## config.mk

```make
export PLATFORM = sky130hd
export DESIGN_NAME = mem_responder_flat
export DESIGN_NICKNAME = d
export VERILOG_FILES = /design/src/rtl/mem_responder_pkg.sv /design/src/rtl/mem_responder_if.sv /design/src/rtl/mem_resp_bport.sv /design/src/rtl/mem_responder.sv /design/src/flat_wrapper.sv
export SDC_FILE = /design/constraint.sdc
export NUM_CORES = 1
export LEC_CHECK = 0
export ABC_AREA = 1
export CAP_MARGIN = 0
export CORE_ASPECT_RATIO = 1.5
export CORE_MARGIN = 8
export CORE_UTILIZATION = 30
export DETAILED_ROUTE_END_ITERATION = 6
export REMOVE_ABC_BUFFERS = 1
export SETUP_SLACK_MARGIN = 0.5
export SLEW_MARGIN = 15
export SYNTH_ARGS = -nofsm -noshare
export SYNTH_HDL_FRONTEND = slang
export SYNTH_HIERARCHICAL = 1
export SYNTH_SLANG_ARGS = --single-unit
export TNS_END_PERCENT = 1
```

## constraint.sdc

```tcl
create_clock -name clk -period 2.5 [get_ports clk]
set_clock_uncertainty 0.1 [all_clocks]
set_input_delay 0.75 -clock clk [delete_from_list [all_inputs] [get_ports clk]]
set_output_delay 0.75 -clock clk [all_outputs]
set_load 0.1 [all_outputs]
```

## src/rtl/mem_responder_pkg.sv

```systemverilog
// Shared definitions for the memory responder: FSM states, backing-store
// address mapping for the instruction space and the abort fill word.
package mem_responder_pkg;

   typedef enum logic [2:0] {
      ST_IDLE,
      ST_DRD,
      ST_DWR,
      ST_ILO,
      ST_IHI,
      ST_HOLD,
      ST_WDONE,
      ST_RELEASE
   } state_e;

   // The instruction-space select bit sits this many places below the top
   // of the backing word address (i.e. it is the MSB).
   localparam int INSTR_SEL_FROM_TOP = 1;

   // Data returned for a transaction that was abandoned by the timeout.
   localparam logic [15:0] ABORT_FILL = 16'hFFFF;

   // Backing word address for a request. Data space maps 1:1; instruction
   // space sets the select bit and uses two words per 32-bit instruction.
   function automatic logic [31:0] map_addr(input logic [15:0] addr,
                                            input logic        instr,
                                            input logic        hi,
                                            input int          ba_w);
      logic [31:0] a;
      if (instr) begin
         a = (32'd1 << (ba_w - INSTR_SEL_FROM_TOP)) | {15'd0, addr, hi};
      end else begin
         a = {16'd0, addr};
      end
      return a;
   endfunction

endpackage

```

## src/rtl/mem_responder_if.sv

```systemverilog
// Core-side memory bus plus backing-store port of the memory responder.
// The responder uses the slave modport; the core/backing-store side uses master.
interface mem_responder_if #(
   parameter int BA_W = 18
);
   // core request side
   logic [15:0]     addr_bus;
   logic [15:0]     data_in;
   logic            ram_read;
   logic            ram_write;
   logic            ram_instr_access;
   logic            ram_read_done;
   // core response side
   logic [15:0]     mem_bus;
   logic [31:0]     sdram_instr;
   logic            mem_busy;
   logic            mem_ready;
   logic            ram_cack;
   // backing-store port
   logic            b_req;
   logic            b_we;
   logic [BA_W-1:0] b_addr;
   logic [15:0]     b_wdata;
   logic [15:0]     b_rdata;
   logic            b_ack;
   logic            err;

   modport slave (
      input  addr_bus, data_in, ram_read, ram_write, ram_instr_access,
             ram_read_done, b_rdata, b_ack,
      output mem_bus, sdram_instr, mem_busy, mem_ready, ram_cack,
             b_req, b_we, b_addr, b_wdata, err
   );

   modport master (
      output addr_bus, data_in, ram_read, ram_write, ram_instr_access,
             ram_read_done, b_rdata, b_ack,
      input  mem_bus, sdram_instr, mem_busy, mem_ready, ram_cack,
             b_req, b_we, b_addr, b_wdata, err
   );
endinterface

```

## src/rtl/mem_resp_bport.sv

```systemverilog
// Backing-store request port: holds b_req/b_addr/b_we/b_wdata from issue
// until b_ack, reports done/abort to the responder FSM.
// Optional macro MEM_TIMEOUT_EN adds a no-ack timeout with sticky err.
module mem_resp_bport #(
   parameter int BA_W = 18
`ifdef MEM_TIMEOUT_EN
   , parameter int TIMEOUT = 255
`endif
) (
   input  logic            clk,
   input  logic            rst,
   input  logic            start_i,
   input  logic            we_i,
   input  logic [BA_W-1:0] addr_i,
   input  logic [15:0]     wdata_i,
   input  logic            b_ack_i,
   output logic            b_req_o,
   output logic            b_we_o,
   output logic [BA_W-1:0] b_addr_o,
   output logic [15:0]     b_wdata_o,
   output logic            done_o,
   output logic            abort_o,
   output logic            err_o
);

   logic            req_q, req_d;
   logic            we_q, we_d;
   logic [BA_W-1:0] addr_q, addr_d;
   logic [15:0]     wdata_q, wdata_d;
   logic            abort;

   // An ack only counts while a request is outstanding.
   assign done_o = req_q & b_ack_i;

`ifdef MEM_TIMEOUT_EN
   localparam int CNT_W = ($clog2(TIMEOUT + 1) > 8) ? $clog2(TIMEOUT + 1) : 8;

   logic [CNT_W-1:0] cnt_q, cnt_d;
   logic             err_q;

   // Give up in the TIMEOUT-th outstanding cycle if no ack arrived in it.
   assign abort = req_q & ~b_ack_i & (cnt_q == CNT_W'(TIMEOUT - 1));

   // Cycle counter: cleared on every issue, counts while b_req is held.
   always_comb begin
      cnt_d = cnt_q;
      if (start_i) begin
         cnt_d = '0;
      end else if (req_q) begin
         cnt_d = cnt_q + CNT_W'(1);
      end
   end

   // Counter register and sticky timeout flag.
   always_ff @(posedge clk) begin
      if (rst) begin
         cnt_q <= '0;
         err_q <= 1'b0;
      end else begin
         cnt_q <= cnt_d;
         if (abort) begin
            err_q <= 1'b1;
         end
      end
   end

   assign err_o = err_q;
`else
   assign abort = 1'b0;
   assign err_o = 1'b0;
`endif

   assign abort_o = abort;

   // Request hold: load on start, release the cycle after ack or abort.
   always_comb begin
      req_d   = req_q;
      we_d    = we_q;
      addr_d  = addr_q;
      wdata_d = wdata_q;
      if (start_i) begin
         req_d   = 1'b1;
         we_d    = we_i;
         addr_d  = addr_i;
         wdata_d = wdata_i;
      end else if (done_o || abort) begin
         req_d = 1'b0;
         we_d  = 1'b0;
      end
   end

   // Request registers; reset drops b_req at once, abandoning any transfer.
   always_ff @(posedge clk) begin
      if (rst) begin
         req_q   <= 1'b0;
         we_q    <= 1'b0;
         addr_q  <= '0;
         wdata_q <= '0;
      end else begin
         req_q   <= req_d;
         we_q    <= we_d;
         addr_q  <= addr_d;
         wdata_q <= wdata_d;
      end
   end

   assign b_req_o   = req_q;
   assign b_we_o    = we_q;
   assign b_addr_o  = addr_q;
   assign b_wdata_o = wdata_q;

endmodule

```

## src/rtl/mem_responder.sv

```systemverilog
// Memory responder: serves core data reads, data writes and 32-bit
// instruction fetches by issuing one or two word transfers on the
// backing-store port. Optional macro MEM_TIMEOUT_EN enables the no-ack
// timeout (abandoned transfers complete with 16'hFFFF and set err).
module mem_responder
   import mem_responder_pkg::*;
#(
   parameter int BA_W = 18
`ifdef MEM_TIMEOUT_EN
   , parameter int TIMEOUT = 255
`endif
) (
   input logic           clk,
   input logic           rst,
   mem_responder_if.slave bus
);

   state_e          state_q, state_d;
   logic [15:0]     addr_q;
   logic            cack_q;
   logic [15:0]     mem_bus_q;
   logic [31:0]     sdram_instr_q;

   logic            bp_start;
   logic            bp_we;
   logic [BA_W-1:0] bp_addr;
   logic [15:0]     bp_wdata;
   logic            bp_req;
   logic            bp_done;
   logic            bp_abort;
   logic            bp_err;
   logic            fin;
   logic [15:0]     rdata_eff;
   logic            capture;

   // A timed-out transfer finishes like an acked one carrying the fill word.
   assign fin       = bp_done | bp_abort;
   assign rdata_eff = bp_abort ? ABORT_FILL : bus.b_rdata;
   assign capture   = (state_q == ST_IDLE) && bp_start;

   mem_resp_bport #(
      .BA_W    (BA_W)
`ifdef MEM_TIMEOUT_EN
      , .TIMEOUT (TIMEOUT)
`endif
   ) u_bport (
      .clk       (clk),
      .rst       (rst),
      .start_i   (bp_start),
      .we_i      (bp_we),
      .addr_i    (bp_addr),
      .wdata_i   (bp_wdata),
      .b_ack_i   (bus.b_ack),
      .b_req_o   (bp_req),
      .b_we_o    (bus.b_we),
      .b_addr_o  (bus.b_addr),
      .b_wdata_o (bus.b_wdata),
      .done_o    (bp_done),
      .abort_o   (bp_abort),
      .err_o     (bp_err)
   );

   // FSM state register.
   always_ff @(posedge clk) begin
      if (rst) begin
         state_q <= ST_IDLE;
      end else begin
         state_q <= state_d;
      end
   end

   // Next state and backing-port issue; requests are only sampled in IDLE.
   always_comb begin
      state_d  = state_q;
      bp_start = 1'b0;
      bp_we    = 1'b0;
      bp_addr  = '0;
      bp_wdata = '0;
      case (state_q)
         ST_IDLE: begin
            if (bus.ram_write) begin
               // write wins over a simultaneous read
               bp_start = 1'b1;
               bp_we    = 1'b1;
               bp_addr  = BA_W'(map_addr(bus.addr_bus, 1'b0, 1'b0, BA_W));
               bp_wdata = bus.data_in;
               state_d  = ST_DWR;
            end else if (bus.ram_read) begin
               bp_start = 1'b1;
               if (bus.ram_instr_access) begin
                  bp_addr = BA_W'(map_addr(bus.addr_bus, 1'b1, 1'b0, BA_W));
                  state_d = ST_ILO;
               end else begin
                  bp_addr = BA_W'(map_addr(bus.addr_bus, 1'b0, 1'b0, BA_W));
                  state_d = ST_DRD;
               end
            end
         end
         ST_DRD: begin
            if (fin) state_d = ST_HOLD;
         end
         ST_DWR: begin
            if (fin) state_d = ST_WDONE;
         end
         ST_ILO: begin
            if (fin) state_d = ST_IHI;
         end
         ST_IHI: begin
            // b_req is low only on the entry cycle: issue the high half then
            if (!bp_req) begin
               bp_start = 1'b1;
               bp_addr  = BA_W'(map_addr(addr_q, 1'b1, 1'b1, BA_W));
            end else if (fin) begin
               state_d = ST_HOLD;
            end
         end
         ST_HOLD: begin
            if (bus.ram_read_done) state_d = ST_RELEASE;
         end
         ST_WDONE: begin
            state_d = ST_RELEASE;
         end
         ST_RELEASE: begin
            // wait for the core to drop its request level so it is not re-served
            if (!bus.ram_read && !bus.ram_write) state_d = ST_IDLE;
         end
         default: begin
            state_d = ST_IDLE;
         end
      endcase
   end

   // Command capture, ack pulse and result registers.
   always_ff @(posedge clk) begin
      if (rst) begin
         addr_q        <= '0;
         cack_q        <= 1'b0;
         mem_bus_q     <= '0;
         sdram_instr_q <= '0;
      end else begin
         cack_q <= capture;
         if (capture) begin
            addr_q <= bus.addr_bus;
         end
         if (state_q == ST_DRD && fin) begin
            mem_bus_q <= rdata_eff;
         end
         if (state_q == ST_ILO && fin) begin
            sdram_instr_q[15:0] <= rdata_eff;
         end
         if (state_q == ST_IHI && fin) begin
            sdram_instr_q[31:16] <= rdata_eff;
         end
      end
   end

   assign bus.mem_bus     = mem_bus_q;
   assign bus.sdram_instr = sdram_instr_q;
   assign bus.ram_cack    = cack_q;
   assign bus.b_req       = bp_req;
   assign bus.err         = bp_err;
   assign bus.mem_busy    = state_q inside {ST_DRD, ST_DWR, ST_ILO, ST_IHI};
   assign bus.mem_ready   = state_q inside {ST_HOLD, ST_WDONE};

endmodule

```

## src/flat_wrapper.sv

```systemverilog
// flat-port wrapper written by rule: the top's interface ports become plain ports
module mem_responder_flat import mem_responder_pkg::*;
#(
   parameter int BA_W = 18

)
  (clk, rst, bus_addr_bus, bus_data_in, bus_ram_read, bus_ram_write, bus_ram_instr_access, bus_ram_read_done, bus_b_rdata, bus_b_ack, bus_mem_bus, bus_sdram_instr, bus_mem_busy, bus_mem_ready, bus_ram_cack, bus_b_req, bus_b_we, bus_b_addr, bus_b_wdata, bus_err);
  mem_responder_if #(.BA_W(BA_W)) bus_i ();
  input logic clk;
  input logic rst;
  input wire logic [$bits(bus_i.addr_bus)-1:0] bus_addr_bus;
  input wire logic [$bits(bus_i.data_in)-1:0] bus_data_in;
  input wire logic [$bits(bus_i.ram_read)-1:0] bus_ram_read;
  input wire logic [$bits(bus_i.ram_write)-1:0] bus_ram_write;
  input wire logic [$bits(bus_i.ram_instr_access)-1:0] bus_ram_instr_access;
  input wire logic [$bits(bus_i.ram_read_done)-1:0] bus_ram_read_done;
  input wire logic [$bits(bus_i.b_rdata)-1:0] bus_b_rdata;
  input wire logic [$bits(bus_i.b_ack)-1:0] bus_b_ack;
  output wire logic [$bits(bus_i.mem_bus)-1:0] bus_mem_bus;
  output wire logic [$bits(bus_i.sdram_instr)-1:0] bus_sdram_instr;
  output wire logic [$bits(bus_i.mem_busy)-1:0] bus_mem_busy;
  output wire logic [$bits(bus_i.mem_ready)-1:0] bus_mem_ready;
  output wire logic [$bits(bus_i.ram_cack)-1:0] bus_ram_cack;
  output wire logic [$bits(bus_i.b_req)-1:0] bus_b_req;
  output wire logic [$bits(bus_i.b_we)-1:0] bus_b_we;
  output wire logic [$bits(bus_i.b_addr)-1:0] bus_b_addr;
  output wire logic [$bits(bus_i.b_wdata)-1:0] bus_b_wdata;
  output wire logic [$bits(bus_i.err)-1:0] bus_err;
  assign bus_i.addr_bus = bus_addr_bus;
  assign bus_i.data_in = bus_data_in;
  assign bus_i.ram_read = bus_ram_read;
  assign bus_i.ram_write = bus_ram_write;
  assign bus_i.ram_instr_access = bus_ram_instr_access;
  assign bus_i.ram_read_done = bus_ram_read_done;
  assign bus_i.b_rdata = bus_b_rdata;
  assign bus_i.b_ack = bus_b_ack;
  assign bus_mem_bus = bus_i.mem_bus;
  assign bus_sdram_instr = bus_i.sdram_instr;
  assign bus_mem_busy = bus_i.mem_busy;
  assign bus_mem_ready = bus_i.mem_ready;
  assign bus_ram_cack = bus_i.ram_cack;
  assign bus_b_req = bus_i.b_req;
  assign bus_b_we = bus_i.b_we;
  assign bus_b_addr = bus_i.b_addr;
  assign bus_b_wdata = bus_i.b_wdata;
  assign bus_err = bus_i.err;
  mem_responder #(.BA_W(BA_W)) u_core (.clk(clk), .rst(rst), .bus(bus_i));
endmodule
```

==> impl_metrics.yaml <==
run_status:
  outcome: "finished clean"
synthesis:
  yosysTopAreaCell: "dfxtp_1"
  syn-instance-count: 626
  synth-edff-count: 0
  synth_area_per_cell_um2: 7.17
  seq_area_frac_synth: 0.464
  synth_seq_cells: 104
  ys_async_sr_fraction: 0
  netlist_area_mm2: 0.00449
  ys.warnings.count: 6
  ys.flop_type: "dfxtp_1"
  synth_cell_types: 27
  yosys.area.top_type_share: 0.464
  synthTopCellsByArea: "dfxtp_1, nor2_1, o21ai_0"
placed_design:
  dp_hpwl_mm: 9.90
  pre_cts_ws_ps: 21.8
  placed_area_mm2: 0.00593
  port_buffers: 141
  dp_cells: 951
  place_congestion: 0.767
drt:
  route.detailed.drc: 0
  first_pass_iters: 4
  ant_nets: 0
  num_vias: 4333
  vias_per_cell: 4.44
  routed_wl_mm: 14.3
  drt-initial-drc-count: 175
  wire_per_inst_um: 14.7
finish:
  stdcell_count: 975
  nFillCells: 1575
  multi_input_area_mm2: 0.00200
  area_growth_pct: 43.9
  final_cell_mix: "nor2_1, o21ai_0, buf_4"
  final_nets: 826
  final_common_cell: "nor2_1"
  ff_latch_area_mm2: 0.00209
  final_layout_size_suffix_gt1_frac: 0.232
  insertedDiodeCount: 0
  finalInstanceArea_mm2: 0.00645
cts:
  cts_tree: "done"
  insertion_delay_ps: 340
  cts.clk_slew.worst_paths_ps: 70
  clk_path_buf_depth: 2
  clockRootBuffer: "clkbuf_16"
  clkSinkCount: 104
  cts-buffers-inserted: 9
  cts_hold_buf: 0
  cts_max_level: 3
grt:
  grt_pass1_vias: 4178
  grt_use_total: 0.147
  overflow: 0
  antenna_found_initial: 0
  grt_pass1_wl_mm: 22.2
  grt_max_degree: 67
worst_setup_path:
  arrival_ps: 1210
  r2r_cells: 10
  r2r_slack_ps: 620
  endpoint_kind: "output pin"
  required_ps: 1650
  worstSetupPathType: "reg -> out"
  critPathLaunchType: "flop"
  cp_max_fo: 5
sta:
  fmax_mhz: 486
  slew_violations: 0
  postLayoutSetupSlackWorst_ps: 440
  rsz0062_at_grt: "yes"
  setup_viol: 0
  period_needed_ps: 2060
  post-route-period-util: 0.824
  finalHoldViolCount: 0
floorplan:
  start_util: 0.302
  die_w_um: 116
  fp.dieH_um: 166
  rows: 55
  io_pins: 143
  fp.dieArea_mm2: 0.0192
  coreArea_mm2: 0.0149
worst_hold_path:
  min_path_type: "reg -> reg"
  hold_depth: 2
job:
  drv_cap: 0
==> worst max-delay path, cell delays in order (launching register included) <==
cell and delay, ps:
dfxtp_4 420, inv_4 60, nand2_4 80, nand3_4 70, inv_4 70, buf_12 160
==> cell type report <==
cell class	count	share of cell area
multi-input combinational	423	0.311
timing repair buffer	171	0.236
inverter	62	0.0430
clock inverter	7	0.0122
tap	199	0.0386
sequential	104	0.324
clock buffer	9	0.0349
==> stage by stage <==
stage	hold slack (ps)	utilization	setup TNS, ps
floorplan	327	-	-14070
global placement	332	0.399	0
detailed placement	338	0.399	0
CTS	349	0.422	0
global route	368	0.434	0
finish	346	0.434	0
==> cells in the mapped netlist (all sizes together) (12+ instances only) <==
master / number
nand2: 61
o22ai: 15
inv: 62
a21oi: 37
or2: 16
buf: 26
dfxtp: 104
o21ai: 115
nor2: 162
clkbuf: 12
nand3: 13
==> flip-flops by register name (all words and copies together), names as in the netlist <==
register	cells
u_core/addr_q	16
u_core/bus.sdram_instr	32
u_core/u_bport/b_addr_o	18
u_core/bus.ram_cack	1
u_core/u_bport/b_we_o	1
u_core/state_q	3
u_core/u_bport/b_wdata_o	16
u_core/bus.mem_bus	16
u_core/u_bport/b_req_o	1
==> kinds of logic (layout without fill, tap and decap cells) <==
logic type	Yosys count	in the layout	synth area share
simple gates	254	254	0.235
compound gates	167	167	0.192
other cells	1	2	0.000836
buf+inv	100	249	0.108
flops	104	104	0.464
==> what timing repair did <==
item,in CTS,in global routing
gates cloned,0,1
endpoints found under the hold margin,0,0
setup buffers,2,5
pin swaps,1,4
gates resized for setup,12,28
endpoints found under the setup margin,68,75
==> metal layers <==
metal	track usage	part of all wire	vias to the layer above
li1	-	-	2279
met1	0.166	0.41	1944
met2	0.250	0.51	102
met3	0.0517	0.067	8
met4	0.0431	0.011	0
met5	0	0	-
==> worst paths after layout <==
check	from	to
max	u_core/state_q[0]$_SDFFE_PP0P_	bus_mem_ready
min	u_core/addr_q[2]$_SDFFE_PP0P_	u_core/addr_q[2]$_SDFFE_PP0P_
max reg2reg	u_core/state_q[1]$_SDFFE_PP0P_	u_core/u_bport/b_addr_o[9]$_SDFFE_PP0P_
min reg2reg	u_core/addr_q[2]$_SDFFE_PP0P_	u_core/addr_q[2]$_SDFFE_PP0P_
Power is not shown: default switching activity piles up to over one toggle a cycle in this logic, so the estimate is an artifact.
